===== config.mk =====
export PLATFORM = sky130hd
export DESIGN_NAME = ifu_bpu
export DESIGN_NICKNAME = d
export VERILOG_FILES = /design/src/rtl/ifu_bpu_pkg.sv /design/src/rtl/ifu_bpu_bht.sv /design/src/rtl/ifu_bpu.sv
export SDC_FILE = /design/constraint.sdc
export NUM_CORES = 1
export LEC_CHECK = 0
export BUFFER_PORTS_ARGS = -buffer_cell sky130_fd_sc_hd__buf_4
export CORE_UTILIZATION = 45
export DETAILED_ROUTE_END_ITERATION = 16
export GPL_TIMING_DRIVEN = 0
export HOLD_SLACK_MARGIN = 0.05
export PLACE_DENSITY = 0.76
export SYNTH_ARGS = -nofsm -noshare
export SYNTH_HDL_FRONTEND = slang
export SYNTH_SLANG_ARGS = --single-unit

===== constraint.sdc =====
create_clock -name clk -period 4.07 [get_ports clk]
set_input_delay 0.407 -clock clk [delete_from_list [all_inputs] [get_ports clk]]
set_output_delay 0.407 -clock clk [all_outputs]
set_load 0.05 [all_outputs]

===== src/rtl/ifu_bpu_pkg.sv =====
// Purpose : shared encodings for the fetch-stage branch predictor (counters, FSM, index width).
// Latency : n/a (types and pure functions only).
// Backpr. : n/a. Build option IFU_BPU_BHT_EN selects the dynamic BHT in ifu_bpu.
`ifndef PC_WIDTH
`define PC_WIDTH 32
`endif

package ifu_bpu_pkg;

    // 2-bit saturating direction counter encodings
    typedef enum logic [1:0] {
        CNT_SNT = 2'b00,
        CNT_WNT = 2'b01,
        CNT_WT  = 2'b10,
        CNT_ST  = 2'b11
    } cnt_e;

    // BHT controller states: INIT sweeps the array, RUN serves updates
    typedef enum logic {
        ST_INIT = 1'b0,
        ST_RUN  = 1'b1
    } bpu_state_e;

    // Value every counter holds once the init sweep has passed over it
    localparam logic [1:0] CNT_INIT_VAL = CNT_WNT;

    // Index width for a BHT of the given (power-of-two) depth
    function automatic int bht_idx_w(input int depth);
        return $clog2(depth);
    endfunction

    // Saturating counter step: +1 on taken, -1 on not-taken, clamped at ST/SNT
    function automatic logic [1:0] cnt_next(input logic [1:0] cnt, input logic taken);
        logic [1:0] res;
        res = cnt;
        if (taken) begin
            if (cnt != CNT_ST) begin
                res = cnt + 2'd1;
            end
        end else begin
            if (cnt != CNT_SNT) begin
                res = cnt - 2'd1;
            end
        end
        return res;
    endfunction

endpackage


===== src/rtl/ifu_bpu_bht.sv =====
// Purpose : branch history table of 2-bit counters with init sweep, saturating update and write-first bypass.
// Latency : lookup is combinational (registered by the parent); update is written on the next rising edge.
// Backpr. : none; updates are always accepted in RUN and silently dropped while the sweep runs.
module ifu_bpu_bht
    import ifu_bpu_pkg::*;
#(
    parameter int BHT_DEPTH = 64,
    parameter int PC_W      = 32
) (
    input  logic            clk,
    input  logic            rst_n,
    input  logic [PC_W-1:0] i_lkp_pc,
    input  logic            i_upd_valid,
    input  logic [PC_W-1:0] i_upd_pc,
    input  logic            i_upd_taken,
    output logic [1:0]      o_lkp_cnt,
    output logic            o_init_busy
);

    localparam int               IDX_W    = bht_idx_w(BHT_DEPTH);
    localparam logic [IDX_W-1:0] LAST_IDX = IDX_W'(BHT_DEPTH - 1);

    bpu_state_e       r_state;
    bpu_state_e       w_state_nxt;
    logic [IDX_W-1:0] r_sweep_idx;
    logic [IDX_W-1:0] w_sweep_idx_nxt;

    // Counter array; deliberately not reset, the sweep initialises it
    logic [1:0]       r_cnt [BHT_DEPTH];

    logic [IDX_W-1:0] w_lkp_idx;
    logic [IDX_W-1:0] w_upd_idx;
    logic [1:0]       w_upd_cur;
    logic [1:0]       w_upd_nxt;
    logic             w_upd_en;
    logic             w_busy;
    logic             w_wr_en;
    logic [IDX_W-1:0] w_wr_idx;
    logic [1:0]       w_wr_dat;
    logic             w_unused_pc;

    // Word-aligned PCs: bits [1:0] never select an entry
    assign w_lkp_idx   = i_lkp_pc[IDX_W+1:2];
    assign w_upd_idx   = i_upd_pc[IDX_W+1:2];
    assign w_unused_pc = ^{i_lkp_pc[PC_W-1:IDX_W+2], i_lkp_pc[1:0],
                           i_upd_pc[PC_W-1:IDX_W+2], i_upd_pc[1:0]};

    // Read-modify-write value for the entry being trained this cycle
    assign w_upd_cur = r_cnt[w_upd_idx];
    assign w_upd_nxt = cnt_next(w_upd_cur, i_upd_taken);

    // FSM state register and sweep index; reset restarts the sweep from entry 0
    always_ff @(posedge clk) begin
        if (!rst_n) begin
            r_state     <= ST_INIT;
            r_sweep_idx <= '0;
        end else begin
            r_state     <= w_state_nxt;
            r_sweep_idx <= w_sweep_idx_nxt;
        end
    end

    // Next-state logic and single write-port arbitration (sweep owns the port in INIT)
    always_comb begin
        w_state_nxt     = r_state;
        w_sweep_idx_nxt = r_sweep_idx;
        w_busy          = 1'b0;
        w_upd_en        = 1'b0;
        w_wr_en         = 1'b0;
        w_wr_idx        = w_upd_idx;
        w_wr_dat        = w_upd_nxt;
        case (r_state)
            ST_INIT: begin
                w_busy          = 1'b1;
                w_wr_en         = 1'b1;
                w_wr_idx        = r_sweep_idx;
                w_wr_dat        = CNT_INIT_VAL;
                w_sweep_idx_nxt = r_sweep_idx + IDX_W'(1);
                if (r_sweep_idx == LAST_IDX) begin
                    w_state_nxt = ST_RUN;
                end
            end
            ST_RUN: begin
                w_upd_en = i_upd_valid;
                w_wr_en  = i_upd_valid;
            end
            default: begin
                w_state_nxt = ST_INIT;
            end
        endcase
    end

    // Counter array write; suppressed while reset is held so a restart sweeps cleanly
    always_ff @(posedge clk) begin
        if (rst_n && w_wr_en) begin
            r_cnt[w_wr_idx] <= w_wr_dat;
        end
    end

    // Write-first bypass: a same-cycle update to the looked-up entry is visible immediately
    always_comb begin
        o_lkp_cnt = r_cnt[w_lkp_idx];
        if (w_upd_en && (w_upd_idx == w_lkp_idx)) begin
            o_lkp_cnt = w_upd_nxt;
        end
    end

    assign o_init_busy = w_busy;

endmodule


===== src/rtl/ifu_bpu.sv =====
// Purpose : fetch-stage branch predictor: direction (BHT or static BTFN), target adder, prediction register.
// Latency : 1 cycle from accepted lookup to o_pred_*; flush clears valid next cycle.
// Backpr. : i_if_stall holds the prediction register; i_pipe_flush dominates stall. Option IFU_BPU_BHT_EN.
`ifndef PC_WIDTH
`define PC_WIDTH 32
`endif

module ifu_bpu
    import ifu_bpu_pkg::*;
#(
    parameter int BHT_DEPTH = 64,
    parameter int PC_W      = `PC_WIDTH
) (
    input  logic            clk,
    input  logic            rst_n,
    input  logic            i_if_valid,
    input  logic [PC_W-1:0] i_if_pc,
    input  logic            i_if_bjp,
    input  logic [PC_W-1:0] i_if_imm,
    input  logic            i_if_stall,
    input  logic            i_pipe_flush,
    input  logic            i_upd_valid,
    input  logic [PC_W-1:0] i_upd_pc,
    input  logic            i_upd_taken,
    output logic            o_pred_valid,
    output logic            o_predict_flag,
    output logic [PC_W-1:0] o_predict_pc,
    output logic            o_init_busy
);

    logic            w_static_taken;
    logic            w_taken;
    logic [PC_W-1:0] w_seq_pc;
    logic [PC_W-1:0] w_tgt_pc;
    logic [PC_W-1:0] w_next_pc;

    logic            r_pred_valid;
    logic            r_predict_flag;
    logic [PC_W-1:0] r_predict_pc;

    // Backward-taken / forward-not-taken: a negative offset means a loop back-edge
    assign w_static_taken = i_if_bjp & i_if_imm[PC_W-1];

`ifdef IFU_BPU_BHT_EN
    logic [1:0] w_lkp_cnt;
    logic       w_init_busy;

    ifu_bpu_bht #(
        .BHT_DEPTH (BHT_DEPTH),
        .PC_W      (PC_W)
    ) u_bht (
        .clk         (clk),
        .rst_n       (rst_n),
        .i_lkp_pc    (i_if_pc),
        .i_upd_valid (i_upd_valid),
        .i_upd_pc    (i_upd_pc),
        .i_upd_taken (i_upd_taken),
        .o_lkp_cnt   (w_lkp_cnt),
        .o_init_busy (w_init_busy)
    );

    // Counters are meaningless until swept, so fall back to the static rule meanwhile
    assign w_taken     = w_init_busy ? w_static_taken : (i_if_bjp & w_lkp_cnt[1]);
    assign o_init_busy = w_init_busy;
`else
    logic w_unused_upd;

    // No history kept: resolver feedback has nowhere to go
    assign w_unused_upd = ^{i_upd_valid, i_upd_pc, i_upd_taken};
    assign w_taken      = w_static_taken;
    assign o_init_busy  = 1'b0;
`endif

    // Both candidate next-fetch PCs wrap modulo 2^PC_W
    assign w_seq_pc  = i_if_pc + PC_W'(4);
    assign w_tgt_pc  = i_if_pc + i_if_imm;
    assign w_next_pc = w_taken ? w_tgt_pc : w_seq_pc;

    // Prediction register: flush kills, stall holds, otherwise capture this cycle's lookup
    always_ff @(posedge clk) begin
        if (!rst_n) begin
            r_pred_valid   <= 1'b0;
            r_predict_flag <= 1'b0;
            r_predict_pc   <= '0;
        end else if (i_pipe_flush) begin
            r_pred_valid   <= 1'b0;
        end else if (!i_if_stall) begin
            r_pred_valid   <= i_if_valid;
            if (i_if_valid) begin
                r_predict_flag <= w_taken;
                r_predict_pc   <= w_next_pc;
            end
        end
    end

    assign o_pred_valid   = r_pred_valid;
    assign o_predict_flag = r_predict_flag;
    assign o_predict_pc   = r_predict_pc;

endmodule


==> impl_metrics.csv <==
group,metric,value,unit
status,status,"finished, final reports clean",
yosys,synth_top_area_cell,"dfxtp_1",
yosys,synthCells,481,
worst_setup_path,ff2ff_setup_slack,3.25,ns
finish,final_net_count,728,
grt,grt.total_usage,26.6,%
yosys,dominantRegCellSynth,"dfxtp_1",
yosys,synth_top_cell_area_share,19.0,%
finish,drive_gt1_share,22.3,%
hold_path,holdPathEnd,"o_pred_valid",
sta,hold_viol_final,0,
sta,fin_crit,2.92,ns
place,io_buffers,103,
drt,vias,4044,
sta,worst_pin_slew,0.816,ns
cts,postCtsResizedCells,0,
yosys,yosysWarningCount,0,
place,hpwlAfterDp,8850,µm
sta,maxSlewViolCount,0,
die,start_util,46.5,%
grt,grt_max_degree,12,
sta,clock_skew,0,ns
cts,clk_path_buf_depth,2,
hold_path,hold_depth,2,
drt,ant_nets,0,
cts,post_cts_buffers,0,
grt,grt_overflow_total,0,
cts,cts_tree,"yes",
worst_setup_path,critPathMaxFanout,3,
pwr,cellLeakagePower,2.01,nW
yosys,synth_area,3590,µm²
cts,insertion_delay,0.29,ns
yosys,synthTopCellsByArea,"dfxtp_1, ha_1, a21oi_1, nand2_1, xor2_1",
yosys,ys_seq_elements,34,
hold_path,hold_start,"i_pipe_flush",
worst_setup_path,path_class,"in2reg",
cts,h-tree-depth,2,
sta,finalSetupTns,0,ns
drt,firstDrtPassIters,5,
hold_path,hp-class,"in2reg",
sta,post-route-period-util,71.8,%
flow_run,cap_violations,0,
worst_setup_path,start_kind,"input port",
cts,cts_inserted_buffers,5,
pwr,peakVddDrop,0.109,mV
die,rows,32,
sta,setup_viol,0,
cts,path_clk_slew,0.08,ns
yosys,synthTopCellsByCount,"nand2_1, a21oi_1, dfxtp_1",
pwr,power-per-cell-area,252,nW/µm²
worst_setup_path,end_kind,"register",
yosys,synth_edf_count,0,
drt,wl_per_cell,16.0,µm
drt,via_per_inst,5.83,
cts,ctsHoldBuffers,0,
finish,synthToLayoutAreaGrowth,27.7,%
yosys,synth_cell_types,65,
finish,ff_latch_area,681,µm²
yosys,syn-num-nets,618,
place,gp_congestion,0.988,
die,coreArea,7730,µm²
grt,grt_pass1_vias,3670,
worst_setup_path,r2r_start,"o_predict_pc[30]",
finish,n_antenna_cell,0,
worst_setup_path,worstRegToRegCells,3,
grt,grt_pass1_wl,17800,µm
worst_setup_path,required,4.21,ns
finish,fillers,735,
drt,wirelength,11100,µm
yosys,async_flop_share,0,%
finish,multiInputGateArea,2770,µm²
sta,fmax,342,MHz
die,die_area,8340,µm²
die,ios,139,
die,die_w,91.3,µm
cts,cts-root-buf,"clkbuf_8",
cts,cts_sinks,34,
yosys,syn_avg_cell_area,7.47,µm²
worst_setup_path,r2r_end,"o_predict_pc[30]",
drt,drc,0,
grt,antenna_found_initial,0,
die,die_y,91.3,µm
yosys,synth_seq_area_share,19.0,%
sta,hold_ws,0.287,ns
worst_setup_path,arrival,3.06,ns
sta,slew_headroom,45.4,%
sta,rsz0062_at_grt,"no",
drt,drtIter0Drc,279,
yosys,yosysMostFrequentCell,"nand2_1",
## cell families after synthesis
kind of cell,synth area share [%]
compound gates,29.9
xor+xnor,12.4
fa+ha+maj,11.7
buf+inv,3.80
flops,19.0
mux,0.279
other cells,0.104
simple gates,22.9
## registers in the layout, summed over array words and instances, names as in the netlist
| signal | flops |
|---|---|
| o_predict_pc | 32 |
| o_pred_valid | 1 |
| o_predict_flag | 1 |
## cell type report
cell class	instances	share of cell area [%]
clock inverters	2	0.273
inverters	8	0.655
clock buffers	6	1.80
repair buffers	103	16.9
plain buffers	24	2.32
well taps	102	2.78
multi-input cells	415	60.5
flip-flops and latches	34	14.8
## cells in the final DEF, fill, tap and decap left out, drive strengths merged, types with 24 or more instances in the layout
cell type	count
ha	32
o21ai	26
nor2	28
a21oi	56
nand2	64
xnor2	25
xor2	26
dfxtp	34
clkbuf	24
buf	109
## per-layer routing
layer / vias to the layer above / share of wire [%] / GRT usage, %
li1: 1993 / - / -
met1: 1862 / 46 / 37.5
met2: 172 / 46 / 43.2
met3: 17 / 6.1 / 2.60
met4: 0 / 1.7 / 6.88
met5: - / 0 / 0
## through the flow
step	power [mW]	std cells	utilization (%)	setup slack, ns	cell area [µm²]
after floorplan	0.709	481	-	1.38	3590
after global placement	0.872	686	58.1	0.965	4490
after detailed placement	0.880	686	58.1	0.928	4490
after CTS	1.15	694	59.4	1.22	4590
after global routing	1.22	694	59.4	1.06	4590
final	1.16	694	59.4	1.15	4590
## critical path, cell delays in order
cell and delay, ns:
buf_4 0.12, ha_1 0.21, fa_1 0.43, a211oi_2 0.26, o21bai_1 0.15, and3b_1 0.24, o2111ai_1 0.21, o211ai_1 0.15
nor4_1 0.47, nor3_1 0.15, xnor2_1 0.19, a21oi_1 0.09
## worst max path at each step
| stage | startpoint | depth (start not counted) | to | slack (ns) |
|---|---|---|---|---|
| global placement | i_if_pc[0] | 11 | o_predict_pc[30] | 0.96 |
| CTS | i_if_pc[0] | 12 | o_predict_pc[26] | 1.22 |
| global route | i_if_pc[0] | 12 | o_predict_pc[26] | 1.06 |
| finish | i_if_pc[0] | 12 | o_predict_pc[26] | 1.15 |
| detailed placement | i_if_pc[0] | 12 | o_predict_pc[26] | 0.93 |
| floorplan | i_if_pc[0] | 11 | o_predict_pc[14] | 1.38 |
## report_power, final
part           internal, mW  leakage [nW]  switching [mW]
clock network         0.136        0.0472           0.137
registers             0.348         0.277         0.00969
logic                 0.211          1.69           0.314
total                 0.694          2.01           0.461
Power figures use the tool's default switching activity.
